**config.mk**
```make
export PLATFORM = sky130hd
export DESIGN_NAME = ifid_hazard_unit
export DESIGN_NICKNAME = d
export VERILOG_FILES = /design/src/rtl/mips_pkg.sv /design/src/rtl/ifid_decode.sv /design/src/rtl/ifid_hazard_unit.sv
export SDC_FILE = /design/constraint.sdc
export NUM_CORES = 1
export LEC_CHECK = 0
export CAP_MARGIN = 20
export CORE_MARGIN = 2
export CORE_UTILIZATION = 40
export DETAILED_ROUTE_END_ITERATION = 8
export PLACE_DENSITY = 0.73
export SETUP_SLACK_MARGIN = 0.02
export SLEW_MARGIN = 20
export SYNTH_ARGS = -nofsm -noshare
export SYNTH_HDL_FRONTEND = slang
export SYNTH_SLANG_ARGS = --single-unit
```
**constraint.sdc**
```tcl
create_clock -name clk -period 2.09 [get_ports clk]
set_input_delay 0.418 -clock clk [delete_from_list [all_inputs] [get_ports clk]]
set_output_delay 0.418 -clock clk [all_outputs]
set_load 0.05 [all_outputs]
```
**src/rtl/mips_pkg.sv**
```systemverilog
// Shared definitions for the fetch/decode boundary: opcodes, instruction field
// positions, IF/ID control state encoding and register-use decode helpers.
package mips_pkg;

    localparam logic [4:0] OP_NOP     = 5'h00;
    localparam logic [4:0] OP_R_FIRST = 5'h01;
    localparam logic [4:0] OP_R_LAST  = 5'h07;
    localparam logic [4:0] OP_I_FIRST = 5'h08;
    localparam logic [4:0] OP_I_LAST  = 5'h0F;
    localparam logic [4:0] OP_LD      = 5'h10;
    localparam logic [4:0] OP_ST      = 5'h11;
    localparam logic [4:0] OP_JMP     = 5'h18;
    localparam logic [4:0] OP_HALT    = 5'h1F;

    // rs2 and imm deliberately overlap: R/ST use rs2, I/LD/JMP use imm.
    localparam int OP_MSB  = 23;
    localparam int OP_LSB  = 19;
    localparam int RD_MSB  = 18;
    localparam int RD_LSB  = 14;
    localparam int RS1_MSB = 13;
    localparam int RS1_LSB = 9;
    localparam int RS2_MSB = 8;
    localparam int RS2_LSB = 4;
    localparam int IMM_MSB = 7;
    localparam int IMM_LSB = 0;

    localparam logic [1:0] ST_BOOT   = 2'd0;
    localparam logic [1:0] ST_RUN    = 2'd1;
    localparam logic [1:0] ST_HALTED = 2'd2;

    typedef enum logic [2:0] {
        CLS_NOP,
        CLS_R,
        CLS_I,
        CLS_LD,
        CLS_ST,
        CLS_JMP,
        CLS_HALT
    } ins_class_t;

    function automatic ins_class_t classify(input logic [4:0] op);
        ins_class_t cls;
        if (op >= OP_R_FIRST && op <= OP_R_LAST)
            cls = CLS_R;
        else if (op >= OP_I_FIRST && op <= OP_I_LAST)
            cls = CLS_I;
        else if (op == OP_LD)
            cls = CLS_LD;
        else if (op == OP_ST)
            cls = CLS_ST;
        else if (op == OP_JMP)
            cls = CLS_JMP;
        else if (op == OP_HALT)
            cls = CLS_HALT;
        else
            cls = CLS_NOP;
        return cls;
    endfunction

    function automatic logic reads_rs1(input logic [4:0] op);
        ins_class_t cls;
        cls = classify(op);
        return (cls == CLS_R) || (cls == CLS_I) || (cls == CLS_LD) || (cls == CLS_ST);
    endfunction

    function automatic logic reads_rs2(input logic [4:0] op);
        ins_class_t cls;
        cls = classify(op);
        return (cls == CLS_R) || (cls == CLS_ST);
    endfunction

endpackage

```
**src/rtl/ifid_decode.sv**
```systemverilog
// Combinational field split of the instruction held in IF/ID, plus the class
// and source-register-use flags the hazard logic needs.
module ifid_decode #(
    parameter int IW = 24
) (
    input  logic [IW-1:0] ins,
    output logic [4:0]    opcode,
    output logic [4:0]    rd,
    output logic [4:0]    rs1,
    output logic [4:0]    rs2,
    output logic [7:0]    imm,
    output logic          is_jmp,
    output logic          is_halt,
    output logic          uses_rs1,
    output logic          uses_rs2
);
    import mips_pkg::*;

    ins_class_t cls;

    assign opcode = ins[OP_MSB:OP_LSB];
    assign rd     = ins[RD_MSB:RD_LSB];
    assign rs1    = ins[RS1_MSB:RS1_LSB];
    assign rs2    = ins[RS2_MSB:RS2_LSB];
    assign imm    = ins[IMM_MSB:IMM_LSB];

    assign cls      = classify(opcode);
    assign is_jmp   = (cls == CLS_JMP);
    assign is_halt  = (cls == CLS_HALT);
    assign uses_rs1 = reads_rs1(opcode);
    assign uses_rs2 = reads_rs2(opcode);

endmodule

```
**src/rtl/ifid_hazard_unit.sv**
```systemverilog
// IF/ID register, load-use / JMP / HALT / backpressure control and ID/EX register.
// Define IFID_PERF_CNT_EN to build the saturating stall/flush performance counters.
module ifid_hazard_unit #(
    parameter int IW = 24,
    parameter int AW = 8
) (
    input  logic          clk,
    input  logic          reset,
    input  logic [IW-1:0] ins,
    input  logic [AW-1:0] Current_Address,
    input  logic          ex_stall,
    output logic          Stall,
    output logic          Stall_pm,
    output logic          pc_mux_sel,
    output logic [AW-1:0] jmp_loc,
    output logic          ex_valid,
    output logic [4:0]    ex_opcode,
    output logic [4:0]    ex_rd,
    output logic [4:0]    ex_rs1,
    output logic [4:0]    ex_rs2,
    output logic [7:0]    ex_imm,
    output logic [AW-1:0] ex_pc,
    output logic          halted,
    output logic [15:0]   stall_cnt,
    output logic [15:0]   flush_cnt
);
    import mips_pkg::*;

    logic [1:0]    state_q, state_d;
    logic [IW-1:0] id_ins_q;
    logic [AW-1:0] id_pc_q;
    logic          id_valid_q;
    logic [AW-1:0] fetch_pc_q;

    logic [4:0] dec_opcode, dec_rd, dec_rs1, dec_rs2;
    logic [7:0] dec_imm;
    logic       dec_is_jmp, dec_is_halt, dec_uses_rs1, dec_uses_rs2;

    logic load_use, take_jmp;
    logic hold_fetch, redirect;
    logic ifid_load, ifid_valid_d;
    logic ex_load, ex_bubble;

    ifid_decode #(.IW(IW)) u_decode (
        .ins      (id_ins_q),
        .opcode   (dec_opcode),
        .rd       (dec_rd),
        .rs1      (dec_rs1),
        .rs2      (dec_rs2),
        .imm      (dec_imm),
        .is_jmp   (dec_is_jmp),
        .is_halt  (dec_is_halt),
        .uses_rs1 (dec_uses_rs1),
        .uses_rs2 (dec_uses_rs2)
    );

    assign load_use = ex_valid && (ex_opcode == OP_LD) && (ex_rd != 5'd0) && id_valid_q &&
                      ((dec_uses_rs1 && (dec_rs1 == ex_rd)) ||
                       (dec_uses_rs2 && (dec_rs2 == ex_rd)));
    assign take_jmp = id_valid_q && dec_is_jmp;

    // Backpressure outranks load-use, which outranks a JMP redirect, so a
    // pending JMP simply waits in ID until the pipe is free to move.
    always_comb begin
        state_d      = state_q;
        hold_fetch   = 1'b0;
        redirect     = 1'b0;
        ifid_load    = 1'b0;
        ifid_valid_d = 1'b0;
        ex_load      = 1'b0;
        ex_bubble    = 1'b0;
        case (state_q)
            ST_BOOT: begin
                state_d   = ST_RUN;
                ifid_load = 1'b1;
                ex_bubble = 1'b1;
            end
            ST_RUN: begin
                if (ex_stall) begin
                    hold_fetch = 1'b1;
                end else if (load_use) begin
                    hold_fetch = 1'b1;
                    ex_bubble  = 1'b1;
                end else if (take_jmp) begin
                    redirect  = 1'b1;
                    ifid_load = 1'b1;
                    ex_bubble = 1'b1;
                end else begin
                    ifid_load    = 1'b1;
                    ifid_valid_d = 1'b1;
                    ex_load      = 1'b1;
                    if (id_valid_q && dec_is_halt) begin
                        state_d   = ST_HALTED;
                        ex_load   = 1'b0;
                        ex_bubble = 1'b1;
                    end
                end
            end
            ST_HALTED: begin
                hold_fetch = 1'b1;
                ex_bubble  = 1'b1;
            end
            default: begin
                state_d = ST_BOOT;
            end
        endcase
    end

    assign Stall      = hold_fetch && !reset;
    assign Stall_pm   = hold_fetch && !reset;
    assign pc_mux_sel = redirect && !reset;
    assign jmp_loc    = pc_mux_sel ? AW'(dec_imm) : '0;
    assign halted     = (state_q == ST_HALTED);

    // fetch_pc_q names the address whose instruction is on ins this cycle, so
    // it freezes whenever fetch is told to hold its output.
    always_ff @(posedge clk) begin
        if (reset) begin
            state_q    <= ST_BOOT;
            fetch_pc_q <= '0;
            id_ins_q   <= '0;
            id_pc_q    <= '0;
            id_valid_q <= 1'b0;
        end else begin
            state_q <= state_d;
            if (!hold_fetch)
                fetch_pc_q <= Current_Address;
            if (ifid_load) begin
                id_ins_q   <= ins;
                id_pc_q    <= fetch_pc_q;
                id_valid_q <= ifid_valid_d;
            end
        end
    end

    always_ff @(posedge clk) begin
        if (reset) begin
            ex_valid  <= 1'b0;
            ex_opcode <= '0;
            ex_rd     <= '0;
            ex_rs1    <= '0;
            ex_rs2    <= '0;
            ex_imm    <= '0;
            ex_pc     <= '0;
        end else if (ex_load) begin
            ex_valid  <= id_valid_q;
            ex_opcode <= dec_opcode;
            ex_rd     <= dec_rd;
            ex_rs1    <= dec_rs1;
            ex_rs2    <= dec_rs2;
            ex_imm    <= dec_imm;
            ex_pc     <= id_pc_q;
        end else if (ex_bubble) begin
            ex_valid <= 1'b0;
        end
    end

`ifdef IFID_PERF_CNT_EN
    always_ff @(posedge clk) begin
        if (reset) begin
            stall_cnt <= 16'h0000;
            flush_cnt <= 16'h0000;
        end else begin
            if ((state_q == ST_RUN) && hold_fetch && (stall_cnt != 16'hFFFF))
                stall_cnt <= stall_cnt + 16'd1;
            if (redirect && (flush_cnt != 16'hFFFF))
                flush_cnt <= flush_cnt + 16'd1;
        end
    end
`else
    assign stall_cnt = 16'h0000;
    assign flush_cnt = 16'h0000;
`endif

endmodule

```
==> metrics <==
status=complete, but fails checks; failing checks=setup timing; cells along the critical path=or4_4 -> o211ai_4 -> nor3_4 -> nor4_4 -> buf_6 -> and2_4 -> buf_12; row cnt=35; Seq cells post-synth=76; Clock Sinks=76; Final Hold Slack=0.4808 ns; maxcap violations=0; Hold Crit Class=reg2reg; Total Wirelength=8.663 mm; worst setup margin=-0.5842 ns; routed len/inst=13.73 um; Congestion Overflow GR=0; P&R area growth vs syn=42.69%; Syn Area/Cell=9.984 sq um; final setup skew=0.01326 ns; worst vdd ir=273.3 uV; Fill cells=814; Pleak=2.387 nW; nature of the critical path endpoint=primary output; Max Freq=373.9 MHz; Unique masters post-synth=35; die width=101.9 um; vias per cell=4.552; initial DRC count=93; yosys warns=0; number of I/O port buffers=83; dominant cell type by area after synthesis=dfxtp_1; Clock Path Buffers=2; Slowest-stage cell, CP=or4_4; pwr dens=666.4 nW/um^2; Required @ worst endpoint=1.67 ns; Multi-input gate area=2128 sq um; FF-to-FF Start=ex_rd[1]; worst hold path stage count=2; GRT Total Usage=16.46%; slew margin rel.=46.92%; # IOs=116; share of the synthesized area in the top cell type=39.69%; hold_sp=fetch_pc_q[1]; Tcrit/Tclk final=128.0%; Inst Count DP=608; Post-Place Worst Slack=-0.2505 ns; sequential-to-total area share from yosys stat=39.69%; Die Height=101.9 um; total CTS buffers=9; core area=9284 sq um; Pwr Total=3.645 mW; final core occ=58.92%; Register Area=1540 sq um; dpl cell area=5019 sq um; Final Critical Period=2.674 ns; CP peak stage delay=0.54 ns; commonest non-fill, non-tap cells in the layout=106 x nand2b_1, 74 x mux2i_1, 66 x clkdlybuf4s50_1, 65 x dfxtp_1, 32 x conb_1; final instance area=5470 sq um; Finish-stage setup viols=75; Arr. time, crit path=2.26 ns; Setup crit start kind=register; RR Endpoint=ex_rd[3]; commonest non-fill, non-tap cell in the layout=nand2b_1; vias=2872; critical path type=reg2out; Pre-Repair DR Iteration Count=4; Hold EP=id_pc_q[1]; CTS clk-pin slew, worst paths=0.08 ns; layout cell share with drive strength beyond 1=22.31%; antenna cell count=0; initial antenna violation count=0; RePlAce Congestion=0.8030; Final Hold Vio Count=0; CTS tree=done; Clk Latency, worst-skew pair=0.34 ns; H-tree Lvls=3; clock root buffer=clkbuf_8; Setup Total Neg Slack=-17.63 ns; CP Max Fanout=9; fin. max-slew vios=0; antenna-violating nets left=0; RSZ-0062 raised after global routing=yes; die area=10380 sq um; Slew @ Worst Pin=0.7963 ns; nets=537; Synth Cell Area=3834 sq um; Non-Filler Instances=631; reg2reg setup slack=-0.28 ns; Register-to-Register Path Depth=8; initial core utilization=41.29%; synth top area cells=dfxtp_1 40%, mux2i_1 19%, nand2b_1 17%; largest net degree at the start of global routing=112; first-pass GRT wire length=13.25 mm; post-route DRC violation count=0; Post-Syn Instances=384; Hold Buf Count CTS=0; detailed placement HPWL=5.744 mm; vias in the first global route=2701
==> layout make-up <==
cell class | instances | area share, %
well taps | 129 | 2.951
multi-input cells | 279 | 38.91
flip-flops and latches | 76 | 28.16
repair buffers | 129 | 26.12
inverters | 3 | 0.2059
clock buffers | 11 | 2.768
clock inverters | 4 | 0.8920
==> cell usage after synthesis <==
master / instances
nor3_2: 2
or3_1: 2
buf_6: 3
o31ai_1: 1
nor3_1: 3
mux2_1: 1
or3b_2: 1
nand4_1: 1
and4bb_1: 1
and2_1: 8
o31ai_4: 1
buf_2: 3
dfxtp_1: 76
nor4_1: 3
or4_4: 1
o21ai_0: 2
mux2i_1: 74
nand4b_1: 1
inv_1: 3
or2_1: 1
nor3b_1: 3
o2111ai_1: 1
a21oi_1: 2
nor2_1: 11
ha_1: 4
buf_4: 39
xnor2_1: 10
nand3_1: 3
conb_1: 1
nor4_2: 1
nand2b_1: 106
o31a_1: 1
or3b_1: 1
clkbuf_1: 12
o211ai_4: 1
==> flip-flops by register name, indices dropped and copies added, names as in the netlist, 4 cells and up <==
signal / flops
ex_imm: 4
ex_opcode: 5
ex_pc: 8
ex_rd: 5
ex_rs1: 5
ex_rs2: 5
fetch_pc_q: 8
id_ins_q: 24
id_pc_q: 8
==> report_power, final <==
part	leakage, nW	switching [mW]	internal (mW)
clock network	0.105	0.543	0.609
logic	1.65	0.495	0.407
registers	0.629	0.0543	1.54
total	2.39	1.09	2.55
==> worst max path at each step <==
stage | cells after the start | slack (ns) | from | to
2_1_floorplan | 5 | -0.79 | ex_rd[1] | jmp_loc[0]
3_5_place_dp | 6 | -0.25 | id_ins_q[19] | jmp_loc[3]
3_3_place_gp | 6 | -0.21 | id_ins_q[19] | jmp_loc[7]
6_report | 7 | -0.58 | ex_rd[1] | jmp_loc[3]
5_1_grt | 7 | -0.66 | ex_rd[1] | jmp_loc[3]
4_1_cts | 7 | -0.59 | ex_rd[1] | jmp_loc[3]
==> logic make-up (layout without fill, tap and decap cells) <==
kind of cell | after synthesis | in the layout | share of synthesized area [%]
AO/OA/AOI/OAI | 9 | 9 | 2.285
XOR/XNOR | 10 | 10 | 2.284
adder cells (fa/ha/maj) | 4 | 4 | 1.306
buffers and inverters | 60 | 147 | 10.38
flip-flops | 76 | 76 | 39.69
multiplexers | 75 | 75 | 19.61
other | 1 | 32 | 0.09782
AND/OR/NAND/NOR | 149 | 149 | 24.35
==> timing repair <==
action	CTS	global route
gates cloned	3	1
setup endpoints to repair	85	88
resized for setup	19	8
pin swaps	4	1
setup buffers	2	3
==> layer usage <==
layer	GRT usage [%]	vias up	wire length, um
li1	-	1436	-
met2	25.86	82	3966
met5	0	-	0
met1	22.93	1345	4276
met3	2.668	9	323
met4	5.949	0	97
==> worst max-delay path, delay by kind of cell (launching register included) <==
kind                   cells  cell delay, ns
AOI/OAI and AO/OA          1            0.25
and+or+nand+nor            4            1.02
buffers and inverters      2            0.30
DFF                        1            0.35
Power figures use the tool's default switching activity.
